**config.mk**
```make
export PLATFORM = sky130hd
export DESIGN_NAME = id_ex_pipeline_reg_flat
export DESIGN_NICKNAME = d
export VERILOG_FILES = /design/src/rtl/id_ex_pipeline_reg_if.sv /design/src/rtl/id_ex_pipeline_reg.sv /design/src/flat_wrapper.sv
export SDC_FILE = /design/constraint.sdc
export NUM_CORES = 1
export LEC_CHECK = 0
export CELL_PAD_IN_SITES_DETAIL_PLACEMENT = 1
export CELL_PAD_IN_SITES_GLOBAL_PLACEMENT = 2
export CORE_MARGIN = 5
export CORE_UTILIZATION = 24
export DETAILED_ROUTE_END_ITERATION = 10
export GPL_ROUTABILITY_DRIVEN = 1
export PLACE_DENSITY = 0.82
export SLEW_MARGIN = 0
export SYNTH_ARGS = -nofsm -noshare
export SYNTH_HDL_FRONTEND = slang
export SYNTH_SLANG_ARGS = --single-unit
```
**constraint.sdc**
```tcl
create_clock -name clk -period 8.4 [get_ports clk]
set_clock_uncertainty 0.05 [all_clocks]
set_input_delay 2.1 -clock clk [delete_from_list [all_inputs] [get_ports clk]]
set_output_delay 2.1 -clock clk [all_outputs]
set_load 0.02 [all_outputs]
```
**src/rtl/id_ex_pipeline_reg_if.sv**
```systemverilog
// id_ex_pipeline_reg_if
// Signal bundle between the decode stage / hazard unit and the ID/EX
// pipeline register.
//   master : decode side, drives the D fields plus StallE/FlushE and
//            observes the E fields
//   slave  : pipeline register, samples the D fields and drives the
//            E fields
interface id_ex_pipeline_reg_if #(
    parameter int DATA_WIDTH     = 32,
    parameter int REG_ADDR_WIDTH = 5,
    parameter int ALU_CTRL_WIDTH = 4,
    parameter int FUNCT3_WIDTH   = 3
);
    logic                      StallE;
    logic                      FlushE;

    logic                      ValidD;
    logic                      RegWriteD;
    logic                      MemWriteD;
    logic                      JumpD;
    logic                      BranchD;
    logic                      ALUSrcD;
    logic [1:0]                ResultSrcD;
    logic [ALU_CTRL_WIDTH-1:0] ALUControlD;
    logic [FUNCT3_WIDTH-1:0]   Funct3D;
    logic [DATA_WIDTH-1:0]     RD1D;
    logic [DATA_WIDTH-1:0]     RD2D;
    logic [DATA_WIDTH-1:0]     PCD;
    logic [DATA_WIDTH-1:0]     PCPlus4D;
    logic [DATA_WIDTH-1:0]     ImmExtD;
    logic [REG_ADDR_WIDTH-1:0] Rs1D;
    logic [REG_ADDR_WIDTH-1:0] Rs2D;
    logic [REG_ADDR_WIDTH-1:0] RdD;

    logic                      ValidE;
    logic                      RegWriteE;
    logic                      MemWriteE;
    logic                      JumpE;
    logic                      BranchE;
    logic                      ALUSrcE;
    logic [1:0]                ResultSrcE;
    logic [ALU_CTRL_WIDTH-1:0] ALUControlE;
    logic [FUNCT3_WIDTH-1:0]   Funct3E;
    logic [DATA_WIDTH-1:0]     RD1E;
    logic [DATA_WIDTH-1:0]     RD2E;
    logic [DATA_WIDTH-1:0]     PCE;
    logic [DATA_WIDTH-1:0]     PCPlus4E;
    logic [DATA_WIDTH-1:0]     ImmExtE;
    logic [REG_ADDR_WIDTH-1:0] Rs1E;
    logic [REG_ADDR_WIDTH-1:0] Rs2E;
    logic [REG_ADDR_WIDTH-1:0] RdE;

    modport master (
        output StallE, FlushE,
        output ValidD, RegWriteD, MemWriteD, JumpD, BranchD, ALUSrcD,
        output ResultSrcD, ALUControlD, Funct3D,
        output RD1D, RD2D, PCD, PCPlus4D, ImmExtD, Rs1D, Rs2D, RdD,
        input  ValidE, RegWriteE, MemWriteE, JumpE, BranchE, ALUSrcE,
        input  ResultSrcE, ALUControlE, Funct3E,
        input  RD1E, RD2E, PCE, PCPlus4E, ImmExtE, Rs1E, Rs2E, RdE
    );

    modport slave (
        input  StallE, FlushE,
        input  ValidD, RegWriteD, MemWriteD, JumpD, BranchD, ALUSrcD,
        input  ResultSrcD, ALUControlD, Funct3D,
        input  RD1D, RD2D, PCD, PCPlus4D, ImmExtD, Rs1D, Rs2D, RdD,
        output ValidE, RegWriteE, MemWriteE, JumpE, BranchE, ALUSrcE,
        output ResultSrcE, ALUControlE, Funct3E,
        output RD1E, RD2E, PCE, PCPlus4E, ImmExtE, Rs1E, Rs2E, RdE
    );
endinterface

```
**src/rtl/id_ex_pipeline_reg.sv**
```systemverilog
// id_ex_pipeline_reg
// Decode -> execute pipeline register. Captures every decode field on
// each rising clk edge and presents it to execute one cycle later.
// Per edge: FlushE inserts a bubble (all zero), else StallE holds, else
// the D fields (including ValidD) are captured. Outputs come straight
// from flops.
//
// Ports:
//   clk  - clock, rising edge
//   rst  - asynchronous reset, active high, clears every output
//   bus  - id_ex_pipeline_reg_if.slave (StallE/FlushE, D in, E out)
//   BubbleCount, StallCount - 32-bit saturating event counters, present
//                             only when ID_EX_PERF_CNT_EN is defined
//
// Build option: `define ID_EX_PERF_CNT_EN adds the flush/stall counters.
module id_ex_pipeline_reg #(
    parameter int DATA_WIDTH     = 32,
    parameter int REG_ADDR_WIDTH = 5,
    parameter int ALU_CTRL_WIDTH = 4,
    parameter int FUNCT3_WIDTH   = 3
) (
    input  logic                 clk,
    input  logic                 rst,
    id_ex_pipeline_reg_if.slave  bus
`ifdef ID_EX_PERF_CNT_EN
    ,
    output logic [31:0]          BubbleCount,
    output logic [31:0]          StallCount
`endif
);

    typedef struct packed {
        logic                      valid;
        logic                      reg_write;
        logic                      mem_write;
        logic                      jump;
        logic                      branch;
        logic                      alu_src;
        logic [1:0]                result_src;
        logic [ALU_CTRL_WIDTH-1:0] alu_control;
        logic [FUNCT3_WIDTH-1:0]   funct3;
        logic [DATA_WIDTH-1:0]     rd1;
        logic [DATA_WIDTH-1:0]     rd2;
        logic [DATA_WIDTH-1:0]     pc;
        logic [DATA_WIDTH-1:0]     pc_plus4;
        logic [DATA_WIDTH-1:0]     imm_ext;
        logic [REG_ADDR_WIDTH-1:0] rs1;
        logic [REG_ADDR_WIDTH-1:0] rs2;
        logic [REG_ADDR_WIDTH-1:0] rd;
    } stage_t;

    stage_t d_stage;
    stage_t e_q;

    always_comb begin
        d_stage             = '0;
        d_stage.valid       = bus.ValidD;
        d_stage.reg_write   = bus.RegWriteD;
        d_stage.mem_write   = bus.MemWriteD;
        d_stage.jump        = bus.JumpD;
        d_stage.branch      = bus.BranchD;
        d_stage.alu_src     = bus.ALUSrcD;
        d_stage.result_src  = bus.ResultSrcD;
        d_stage.alu_control = bus.ALUControlD;
        d_stage.funct3      = bus.Funct3D;
        d_stage.rd1         = bus.RD1D;
        d_stage.rd2         = bus.RD2D;
        d_stage.pc          = bus.PCD;
        d_stage.pc_plus4    = bus.PCPlus4D;
        d_stage.imm_ext     = bus.ImmExtD;
        d_stage.rs1         = bus.Rs1D;
        d_stage.rs2         = bus.Rs2D;
        d_stage.rd          = bus.RdD;
    end

    // Flush beats stall: a load-use stall that coincides with a taken
    // branch must still squash the instruction entering execute.
    always_ff @(posedge clk or posedge rst) begin
        if (rst) begin
            e_q <= '0;
        end else if (bus.FlushE) begin
            e_q <= '0;
        end else if (!bus.StallE) begin
            e_q <= d_stage;
        end
    end

    assign bus.ValidE      = e_q.valid;
    assign bus.RegWriteE   = e_q.reg_write;
    assign bus.MemWriteE   = e_q.mem_write;
    assign bus.JumpE       = e_q.jump;
    assign bus.BranchE     = e_q.branch;
    assign bus.ALUSrcE     = e_q.alu_src;
    assign bus.ResultSrcE  = e_q.result_src;
    assign bus.ALUControlE = e_q.alu_control;
    assign bus.Funct3E     = e_q.funct3;
    assign bus.RD1E        = e_q.rd1;
    assign bus.RD2E        = e_q.rd2;
    assign bus.PCE         = e_q.pc;
    assign bus.PCPlus4E    = e_q.pc_plus4;
    assign bus.ImmExtE     = e_q.imm_ext;
    assign bus.Rs1E        = e_q.rs1;
    assign bus.Rs2E        = e_q.rs2;
    assign bus.RdE         = e_q.rd;

`ifdef ID_EX_PERF_CNT_EN
    logic [31:0] bubble_count_q;
    logic [31:0] stall_count_q;

    // Saturating counters: once all-ones they stick until reset.
    always_ff @(posedge clk or posedge rst) begin
        if (rst) begin
            bubble_count_q <= '0;
            stall_count_q  <= '0;
        end else begin
            if (bus.FlushE && (bubble_count_q != 32'hFFFF_FFFF)) begin
                bubble_count_q <= bubble_count_q + 32'd1;
            end
            if (!bus.FlushE && bus.StallE && (stall_count_q != 32'hFFFF_FFFF)) begin
                stall_count_q <= stall_count_q + 32'd1;
            end
        end
    end

    assign BubbleCount = bubble_count_q;
    assign StallCount  = stall_count_q;
`endif

endmodule
```
**src/flat_wrapper.sv**
```systemverilog
// flat-port wrapper written by rule: the top's interface ports become plain ports
module id_ex_pipeline_reg_flat 
#(
    parameter int DATA_WIDTH     = 32,
    parameter int REG_ADDR_WIDTH = 5,
    parameter int ALU_CTRL_WIDTH = 4,
    parameter int FUNCT3_WIDTH   = 3
)
  (clk, rst, bus_StallE, bus_FlushE, bus_ValidD, bus_RegWriteD, bus_MemWriteD, bus_JumpD, bus_BranchD, bus_ALUSrcD, bus_ResultSrcD, bus_ALUControlD, bus_Funct3D, bus_RD1D, bus_RD2D, bus_PCD, bus_PCPlus4D, bus_ImmExtD, bus_Rs1D, bus_Rs2D, bus_RdD, bus_ValidE, bus_RegWriteE, bus_MemWriteE, bus_JumpE, bus_BranchE, bus_ALUSrcE, bus_ResultSrcE, bus_ALUControlE, bus_Funct3E, bus_RD1E, bus_RD2E, bus_PCE, bus_PCPlus4E, bus_ImmExtE, bus_Rs1E, bus_Rs2E, bus_RdE);
  id_ex_pipeline_reg_if #(.DATA_WIDTH(DATA_WIDTH), .REG_ADDR_WIDTH(REG_ADDR_WIDTH), .ALU_CTRL_WIDTH(ALU_CTRL_WIDTH), .FUNCT3_WIDTH(FUNCT3_WIDTH)) bus_i ();
  input  logic clk;
  input  logic rst;
  input wire logic [$bits(bus_i.StallE)-1:0] bus_StallE;
  input wire logic [$bits(bus_i.FlushE)-1:0] bus_FlushE;
  input wire logic [$bits(bus_i.ValidD)-1:0] bus_ValidD;
  input wire logic [$bits(bus_i.RegWriteD)-1:0] bus_RegWriteD;
  input wire logic [$bits(bus_i.MemWriteD)-1:0] bus_MemWriteD;
  input wire logic [$bits(bus_i.JumpD)-1:0] bus_JumpD;
  input wire logic [$bits(bus_i.BranchD)-1:0] bus_BranchD;
  input wire logic [$bits(bus_i.ALUSrcD)-1:0] bus_ALUSrcD;
  input wire logic [$bits(bus_i.ResultSrcD)-1:0] bus_ResultSrcD;
  input wire logic [$bits(bus_i.ALUControlD)-1:0] bus_ALUControlD;
  input wire logic [$bits(bus_i.Funct3D)-1:0] bus_Funct3D;
  input wire logic [$bits(bus_i.RD1D)-1:0] bus_RD1D;
  input wire logic [$bits(bus_i.RD2D)-1:0] bus_RD2D;
  input wire logic [$bits(bus_i.PCD)-1:0] bus_PCD;
  input wire logic [$bits(bus_i.PCPlus4D)-1:0] bus_PCPlus4D;
  input wire logic [$bits(bus_i.ImmExtD)-1:0] bus_ImmExtD;
  input wire logic [$bits(bus_i.Rs1D)-1:0] bus_Rs1D;
  input wire logic [$bits(bus_i.Rs2D)-1:0] bus_Rs2D;
  input wire logic [$bits(bus_i.RdD)-1:0] bus_RdD;
  output wire logic [$bits(bus_i.ValidE)-1:0] bus_ValidE;
  output wire logic [$bits(bus_i.RegWriteE)-1:0] bus_RegWriteE;
  output wire logic [$bits(bus_i.MemWriteE)-1:0] bus_MemWriteE;
  output wire logic [$bits(bus_i.JumpE)-1:0] bus_JumpE;
  output wire logic [$bits(bus_i.BranchE)-1:0] bus_BranchE;
  output wire logic [$bits(bus_i.ALUSrcE)-1:0] bus_ALUSrcE;
  output wire logic [$bits(bus_i.ResultSrcE)-1:0] bus_ResultSrcE;
  output wire logic [$bits(bus_i.ALUControlE)-1:0] bus_ALUControlE;
  output wire logic [$bits(bus_i.Funct3E)-1:0] bus_Funct3E;
  output wire logic [$bits(bus_i.RD1E)-1:0] bus_RD1E;
  output wire logic [$bits(bus_i.RD2E)-1:0] bus_RD2E;
  output wire logic [$bits(bus_i.PCE)-1:0] bus_PCE;
  output wire logic [$bits(bus_i.PCPlus4E)-1:0] bus_PCPlus4E;
  output wire logic [$bits(bus_i.ImmExtE)-1:0] bus_ImmExtE;
  output wire logic [$bits(bus_i.Rs1E)-1:0] bus_Rs1E;
  output wire logic [$bits(bus_i.Rs2E)-1:0] bus_Rs2E;
  output wire logic [$bits(bus_i.RdE)-1:0] bus_RdE;
  assign bus_i.StallE = bus_StallE;
  assign bus_i.FlushE = bus_FlushE;
  assign bus_i.ValidD = bus_ValidD;
  assign bus_i.RegWriteD = bus_RegWriteD;
  assign bus_i.MemWriteD = bus_MemWriteD;
  assign bus_i.JumpD = bus_JumpD;
  assign bus_i.BranchD = bus_BranchD;
  assign bus_i.ALUSrcD = bus_ALUSrcD;
  assign bus_i.ResultSrcD = bus_ResultSrcD;
  assign bus_i.ALUControlD = bus_ALUControlD;
  assign bus_i.Funct3D = bus_Funct3D;
  assign bus_i.RD1D = bus_RD1D;
  assign bus_i.RD2D = bus_RD2D;
  assign bus_i.PCD = bus_PCD;
  assign bus_i.PCPlus4D = bus_PCPlus4D;
  assign bus_i.ImmExtD = bus_ImmExtD;
  assign bus_i.Rs1D = bus_Rs1D;
  assign bus_i.Rs2D = bus_Rs2D;
  assign bus_i.RdD = bus_RdD;
  assign bus_ValidE = bus_i.ValidE;
  assign bus_RegWriteE = bus_i.RegWriteE;
  assign bus_MemWriteE = bus_i.MemWriteE;
  assign bus_JumpE = bus_i.JumpE;
  assign bus_BranchE = bus_i.BranchE;
  assign bus_ALUSrcE = bus_i.ALUSrcE;
  assign bus_ResultSrcE = bus_i.ResultSrcE;
  assign bus_ALUControlE = bus_i.ALUControlE;
  assign bus_Funct3E = bus_i.Funct3E;
  assign bus_RD1E = bus_i.RD1E;
  assign bus_RD2E = bus_i.RD2E;
  assign bus_PCE = bus_i.PCE;
  assign bus_PCPlus4E = bus_i.PCPlus4E;
  assign bus_ImmExtE = bus_i.ImmExtE;
  assign bus_Rs1E = bus_i.Rs1E;
  assign bus_Rs2E = bus_i.Rs2E;
  assign bus_RdE = bus_i.RdE;
  id_ex_pipeline_reg #(.DATA_WIDTH(DATA_WIDTH), .REG_ADDR_WIDTH(REG_ADDR_WIDTH), .ALU_CTRL_WIDTH(ALU_CTRL_WIDTH), .FUNCT3_WIDTH(FUNCT3_WIDTH)) u_core (.clk(clk), .rst(rst), .bus(bus_i));
endmodule
```
==> results of run 1 <==
==> layout make-up <==
class                           instances  area (sq um)  share of cell area
Clock buffer                           18           439              0.0353
Clock inverter                         13           234              0.0188
Inverter                                1          11.3            0.000906
Multi-Input combinational cell        380          2620               0.210
Sequential cell                       190          4750               0.383
Tap cell                              402           503              0.0405
Timing Repair Buffer                  387          3870               0.311
==> sequential cells by signal (all words and copies together), names as in the netlist <==
signal / cells
u_core.bus.ResultSrcE: 2
u_core.bus.RD1E: 32
u_core.bus.MemWriteE: 1
u_core.bus.RD2E: 32
u_core.bus.ValidE: 1
u_core.bus.Rs1E: 5
u_core.bus.ALUControlE: 4
u_core.bus.BranchE: 1
u_core.bus.PCE: 32
u_core.bus.PCPlus4E: 32
u_core.bus.ALUSrcE: 1
u_core.bus.RdE: 5
u_core.bus.Rs2E: 5
u_core.bus.ImmExtE: 32
u_core.bus.RegWriteE: 1
u_core.bus.JumpE: 1
u_core.bus.Funct3E: 3
==> metrics by stage <==
step	hold slack (ps)	power, mW	instances	utilization	area [sq um]
after floorplan	586	1.20	613	-	7660
after detailed placement	463	1.44	1360	0.372	11800
final	471	2.36	1391	0.394	12400
after global placement	452	1.43	1360	0.372	11800
after CTS	480	2.40	1391	0.394	12400
after global routing	500	2.47	1391	0.394	12400
==> kinds of logic after synthesis <==
logic type             after synthesis
muxes                              190
DFF                                190
and+or+nand+nor                    190
buffers and inverters               43
==> worst reg2reg max path: cells and delay by family, from the launching register on <==
kind,cells,cell delay [ps]
and+or+nand+nor,1,60
muxes,1,170
DFF,1,400
==> power by group <==
group,internal [mW],switching (mW)
clock,0.569,0.377
sequential,0.966,0.0286
combinational,0.219,0.198
total,1.75,0.603
==> cell usage after synthesis (all sizes together) <==
master | count | share of area
buf | 27 | 0.030
clkbuf | 15 | 0.0074
dfrtp | 190 | 0.62
inv | 1 | 0.00049
mux2i | 190 | 0.25
nor2 | 190 | 0.093
==> worst max-delay path by stage <==
stage,cells past startpoint,slack [ps],from,endpoint
final,4,4590,bus_StallE,u_core.bus.PCE[13]
after global routing,3,4290,rst,u_core.bus.ImmExtE[6]
after CTS,3,4510,rst,u_core.bus.ImmExtE[6]
after detailed placement,3,4010,rst,u_core.bus.PCE[5]
after global placement,3,3990,rst,u_core.bus.PCE[5]
after floorplan,1,1080,rst,u_core.bus.ALUControlE[0]
==> layer usage <==
layer,global-route usage,wire (um)
met1,0.166,10300
met2,0.236,12500
met3,0.0684,2550
met4,0.0448,432
met5,0,13
==> impl_metrics.toml, run 1 <==
[status]
status = "finished, final reports clean"

[finish]
mostFrequentLayoutCell = "clkdlybuf4s50_1"
num-nets-final = 1171
drive_gt1_frac = 0.0384
fill_cells = 3400
antenna_cells = 0
mostFrequentLayoutCells = "381 x clkdlybuf4s50_1, 190 x mux2i_1, 190 x nor2_1, 190 x dfrtp_1, 17 x clkbuf_16"
area_delta_synth_final_pct = 62.3

[clock_network]
cts_buffer_depth = 2
holdBufCountCts = 0
cts_root_buffer = "clkbuf_16"
postCtsSetupBuffers = 0
cts_max_level = 4
cts_tree = "done"
clock-sinks = 190
cts_resized = 0
clk_pin_slew_worst_paths_ps = 70
insertion_delay_ps = 430
cts_made_buffers = 17

[min_path]
min_to = "u_core.bus.PCE[10]"
min_path_type = "flip-flop to flip-flop"
holdPathStages = 2
worstHoldStart = "u_core.bus.PCE[10]"

[timing]
relSlewSlack = 0.297
tightest_slew_ps = 1050
hold_viol = 0
maxSlewViolCount = 0
setup_viol = 0
period_needed_ps = 3810
finalCritPeriodShare = 0.453
max_freq_mhz = 263
rsz0062_at_grt = "no"
fin_ws_ps = 4590
finalSetupTns_ps = 0

[synthesis]
synthXorXnorAreaFrac = 0
syn_avg_cell_area_sq_um = 12.5
syn_inst = 613
synth-simple-area-share = 0.0931
synth.ff_latch_count = 190
netlist_area_sq_mm = 0.00766
ys_types = 8
synth_compound_area_frac = 0
synth-seq-area-share = 0.621
yosys-mux-area-fraction = 0.248
ys_warn_count = 0
synth_top_family_by_area = "multiplexers"
synth-adder-area-share = 0
syn_nets = 807

[worst_setup_path]
r2r-start = "u_core.bus.RD2E[27]"
cp-start-kind = "input port"
required_ps = 8640
critical_path.max_stage_delay_ps = 900
path_cells = "buf_8, buf_4, mux2i_1, nor2_1"
crit_path_max_fanout = 74
critPathKind = "input port to flip-flop"
critPathTopFamily = "buffers and inverters"
cp.arrival_ps = 4050
reg2reg_depth = 2
worst_r2r_endpoint = "u_core.bus.RD2E[27]"
cp_slowest_cell = "buf_4"
endpoint_kind = "flip-flop"
cp_num_buf_inv = 2
reg2reg_slack_ps = 7570

[global_route]
grt_pass1_vias = 6641
grt_max_degree = 126
grtUsageTotal = 0.143
grt_antenna_before_repair = 1
grt_first_pass_wirelength_um = 40100
gr-total-overflow = 0

[floorplanning]
num_rows = 65
initial_core_util = 0.243
die_w_um = 189
die_h_um = 189
die_area_sq_mm = 0.0356
ioPinCount = 384
core_sq_mm = 0.0316

[place]
gp_congestion = 0.727
numPortBuffers = 383
post-place-ws_ps = 4010
hpwl_um = 18400

[route]
route.detailed.drc = 0
wl_um = 25700
first_iter_violations = 186
drtAntennaViolNets = 0
via_per_inst = 4.30
dr.pass1.iters = 4
vias = 5982
wl_per_cell_um = 18.5

[power_and_ir_drop]
power_per_cell_area_mw_per_mm2 = 190
peakVddDrop_mv = 0.124
p_leak_nw = 5.79

[run]
cap_violations = 0
No activity file was read; power rests on OpenSTA's default activity.
==> run 2, diff against run 1 <==
--- a/config.mk
+++ b/config.mk
@@ -8,10 +8,10 @@
 export CELL_PAD_IN_SITES_DETAIL_PLACEMENT = 1
 export CELL_PAD_IN_SITES_GLOBAL_PLACEMENT = 2
 export CORE_MARGIN = 5
-export CORE_UTILIZATION = 24
+export CORE_UTILIZATION = 22
 export DETAILED_ROUTE_END_ITERATION = 10
 export GPL_ROUTABILITY_DRIVEN = 1
-export PLACE_DENSITY = 0.82
+export PLACE_DENSITY = 0.8
 export SLEW_MARGIN = 0
 export SYNTH_ARGS = -nofsm -noshare
 export SYNTH_HDL_FRONTEND = slang
==> constraint.sdc (replaced) <==
create_clock -name clk -period 3.45 [get_ports clk]
set_clock_uncertainty 0.05 [all_clocks]
set_input_delay 0.8625 -clock clk [delete_from_list [all_inputs] [get_ports clk]]
set_output_delay 0.8625 -clock clk [all_outputs]
set_load 0.02 [all_outputs]
==> run 2 against run 1 <==
Via count down 0.57%. Routed wire length rose by 0.93%. Critical endpoint is now bus_Funct3E[0]. Non-clock buffer count grew 11. Clock-buffer cell count rose by 1. First-iteration DRC count decreased by 37%. Global-route usage fell by 1.1 points. Highest routed layer is now met4. Critical path type is now flip-flop to output pin. Clock power grew 130%. Die area rose by 8.6%. Sequential cell count is the same. Final cell count rose by 4.7%. Core utilization down 2.6 points. Combinational power up 150%.
==> impl_metrics.toml, run 2 (same netlist as run 1, synthesis figures left out) <==
[global_route]
grtUsageTotal = 0.132
gr-total-overflow = 0
grt_pass1_vias = 6580
grt_first_pass_wirelength_um = 40000
grt_antenna_before_repair = 0
grt_max_degree = 86

[power_and_ir_drop]
power_per_cell_area_mw_per_mm2 = 443
p_leak_nw = 5.86
peakVddDrop_mv = 0.323
finalPower_mw = 5.61

[place]
hpwl_um = 19100
placed_cells = 1424
numPortBuffers = 383
gp_congestion = 0.757

[finish]
instances_no_fill = 1456
mostFrequentLayoutCell = "clkdlybuf4s50_1"
num-nets-final = 1182
mostFrequentLayoutCells = "381 x clkdlybuf4s50_1, 190 x mux2i_1, 190 x nor2_1, 190 x dfrtp_1, 17 x clkbuf_16"
antenna_cells = 0
drive_gt1_frac = 0.0500
final_core_util = 0.368
area_delta_synth_final_pct = 65.4

[worst_setup_path]
cp_slowest_cell = "clkdlybuf4s50_1"
path_cells = "clkdlybuf4s50_1"
cp.arrival_ps = 1500
crit_path_max_fanout = 2
critPathTopFamily = "buffers and inverters"
required_ps = 2540
cp-start-kind = "flip-flop"
critical_path.max_stage_delay_ps = 660
critPathKind = "flip-flop to output pin"
cp_num_buf_inv = 1
endpoint_kind = "output pin"

[clock_network]
cts_resized = 0
cts_made_buffers = 17
clock-sinks = 190
cts_root_buffer = "clkbuf_16"
cts_max_level = 4
holdBufCountCts = 0
postCtsSetupBuffers = 0
clk_pin_slew_worst_paths_ps = 70
cts_buffer_depth = 2
cts_tree = "done"
insertion_delay_ps = 430

[route]
dr.pass1.iters = 4
via_per_inst = 4.09
wl_per_cell_um = 17.8
drtAntennaViolNets = 0
first_iter_violations = 118
route.detailed.drc = 0
vias = 5948
wl_um = 26000

[timing]
setup_viol = 0
finalSetupTns_ps = 0
relSlewSlack = 0.618
maxSlewViolCount = 0
rsz0062_at_grt = "no"
finalCritPeriodShare = 0.699
tightest_slew_ps = 572
hold_viol = 0
period_needed_ps = 2410
max_freq_mhz = 415

[floorplanning]
ioPinCount = 384
core_sq_mm = 0.0345
num_rows = 68
die_h_um = 197
die_w_um = 197
die_area_sq_mm = 0.0386
initial_core_util = 0.222

[min_path]
min_path_type = "flip-flop to flip-flop"

[run]
cap_violations = 0

[status]
status = "finished, final reports clean"
-- run 2: stage by stage --
stage	cell area, sq um	setup slack, ps	hold WS, ps
after floorplan	7660	89.0	586
after global placement	12000	1200	451
after detailed placement	12000	1160	464
after CTS	12700	975	482
after global routing	12700	961	500
final	12700	1040	472
-- run 2: power by group --
part / switching (mW) / internal [mW] / total, mW
clock network: 0.948 / 1.20 / 2.15
registers: 0.0707 / 2.35 / 2.42
logic: 0.488 / 0.554 / 1.04
total: 1.51 / 4.11 / 5.61
-- run 2: layer usage --
layer | vias to the layer above | track usage | wire [um]
met3 | 20 | 0.0532 | 2260
met5 | - | 0 | 0
li1 | 2771 | - | -
met1 | 2934 | 0.161 | 10800
met4 | 0 | 0.0406 | 406
met2 | 223 | 0.217 | 12500
-- run 2: area by class of cell --
cell class | count | area [sq um]
Sequential cell | 190 | 4750
Multi-Input combinational cell | 380 | 2620
Fill cell | 3725 | 21800
Inverter | 1 | 7.51
Timing Repair Buffer | 398 | 4090
Clock inverter | 13 | 178
Tap cell | 455 | 569
Clock buffer | 19 | 453
-- run 2: worst paths after layout --
check / start / endpoint / slack (ps) / depth (start not counted)
max in group asynchronous: rst / u_core.bus.ImmExtE[6] / 1830 / 4
min reg2reg: u_core.bus.ImmExtE[24] / u_core.bus.ImmExtE[24] / 470 / 2
max reg2reg: u_core.bus.PCE[4] / u_core.bus.PCE[4] / 2640 / 2
max: u_core.bus.Funct3E[0] / bus_Funct3E[0] / 1040 / 1
min: u_core.bus.ImmExtE[24] / u_core.bus.ImmExtE[24] / 470 / 2
min in group asynchronous: rst / u_core.bus.RD1E[3] / 780 / 2
==> run 3, diff against run 2 <==
==> constraint.sdc (replaced) <==
create_clock -name clk -period 2 [get_ports clk]
set_clock_uncertainty 0.05 [all_clocks]
set_input_delay 0.5 -clock clk [delete_from_list [all_inputs] [get_ports clk]]
set_output_delay 0.5 -clock clk [all_outputs]
set_load 0.02 [all_outputs]
==> run 3 against run 2 <==
Clock-buffer cell count did not move. Critical path type unchanged. Via count rose by 0.79%. Die area did not move. Cell area barely moved. Sequential cell count did not move. Register-to-register slack got worse by 1400 ps. Worst hold slack got worse by 89 ps. Highest routed layer unchanged.
==> impl_metrics.toml, run 3 (same netlist as run 1, synthesis figures left out) <==
[route]
route.detailed.drc = 0
wl_per_cell_um = 18.2
vias = 5995
wl_um = 26600
via_per_inst = 4.10
dr.pass1.iters = 4
first_iter_violations = 123
drtAntennaViolNets = 0

[finish]
antenna_cells = 0
instances_no_fill = 1461
final_core_util = 0.367
mostFrequentLayoutCells = "201 x clkdlybuf4s50_1, 190 x mux2i_1, 190 x nor2_1, 190 x dfrtp_1, 131 x dlygate4sd2_1"
mostFrequentLayoutCell = "clkdlybuf4s50_1"
stdcell_area_sq_mm = 0.0127
num-nets-final = 1189
drive_gt1_frac = 0.0547
area_delta_synth_final_pct = 65.3

[place]
hpwl_um = 19800
placed_cell_area_sq_mm = 0.0121
numPortBuffers = 383
gp_congestion = 0.765
placed_cells = 1431

[floorplanning]
die_area_sq_mm = 0.0386
core_sq_mm = 0.0345
die_w_um = 197
num_rows = 68
initial_core_util = 0.222
ioPinCount = 384
die_h_um = 197

[worst_setup_path]
endpoint_kind = "output pin"
cp_slowest_cell = "clkdlybuf4s50_1"
worstSetupPathDepth = 1
critPathKind = "flip-flop to output pin"
critPathTopFamily = "buffers and inverters"
crit_path_max_fanout = 2
cp_num_buf_inv = 1
cp-start-kind = "flip-flop"
critical_path.max_stage_delay_ps = 610
cp.arrival_ps = 1400
path_cells = "clkdlybuf4s50_1"
reg2reg_depth = 2
required_ps = 1450

[global_route]
gr-total-overflow = 0
grt_antenna_before_repair = 0
grt_max_degree = 61
grtUsageTotal = 0.136
grt_first_pass_wirelength_um = 41100
grt_pass1_vias = 6795

[clock_network]
cts_buffer_depth = 2
postCtsSetupBuffers = 0
cts_root_buffer = "clkbuf_16"
clk_pin_slew_worst_paths_ps = 80
clock-sinks = 190
insertion_delay_ps = 430
cts_max_level = 4
cts_made_buffers = 17
cts_tree = "done"

[timing]
relSlewSlack = 0.740
whs_ps = 383
setup_viol = 0
maxSlewViolCount = 0
period_needed_ps = 1950
hold_viol = 0
finalCritPeriodShare = 0.973
max_freq_mhz = 514
rsz0062_at_grt = "no"
tightest_slew_ps = 390

[min_path]
holdPathStages = 2
min_path_type = "input port to flip-flop"

[status]
status = "finished, final reports clean"

[power_and_ir_drop]
peakVddDrop_mv = 0.550
power_per_cell_area_mw_per_mm2 = 741
p_leak_nw = 7.13
finalPower_mw = 9.37

[run]
cap_violations = 0
run 3: what timing repair did:
action,CTS,global route
hold buffers,0,0
endpoints found under the setup margin,131,49
resized for setup,131,49
run 3: final timing paths:
| kind | slack (ps) | startpoint | end |
|---|---|---|---|
| min in group asynchronous | 460 | rst | u_core.bus.RD1E[25] |
| max in group asynchronous | 1040 | rst | u_core.bus.PCE[5] |
| max | 50 | u_core.bus.ImmExtE[23] | bus_ImmExtE[23] |
| max reg2reg | 1230 | u_core.bus.RD1E[15] | u_core.bus.RD1E[15] |
| min reg2reg | 460 | u_core.bus.PCPlus4E[24] | u_core.bus.PCPlus4E[24] |
| min | 380 | bus_FlushE | u_core.bus.PCE[13] |
run 3: metrics by stage:
step	TNS [ps]	worst slack, ps
after floorplan	-189710	-998
after global placement	0	447
after detailed placement	0	424
after CTS	0	0.0450
after global routing	0	0.487
final	0	53.0
run 3: per-layer routing:
metal / global-route usage / share of wire / up-vias
met5: 0 / 0 / -
met3: 0.0591 / 0.093 / 27
li1: - / - / 2796
met1: 0.159 / 0.40 / 2938
met2: 0.226 / 0.49 / 234
met4: 0.0460 / 0.021 / 0
run 3: final cells by class:
class                      count  area, sq um
clock inverter                11          130
clock buffer                  19          453
sequential                   190         4750
timing repair buffer         405         4130
inverter                       1         7.51
tap                          455          569
fill                        3786        21800
multi-input combinational    380         2620
run 3: power by group:
part | total, mW | switching, mW | internal [mW]
registers | 4.16 | 0.107 | 4.05
logic | 1.70 | 0.850 | 0.851
clock network | 3.51 | 1.59 | 1.92
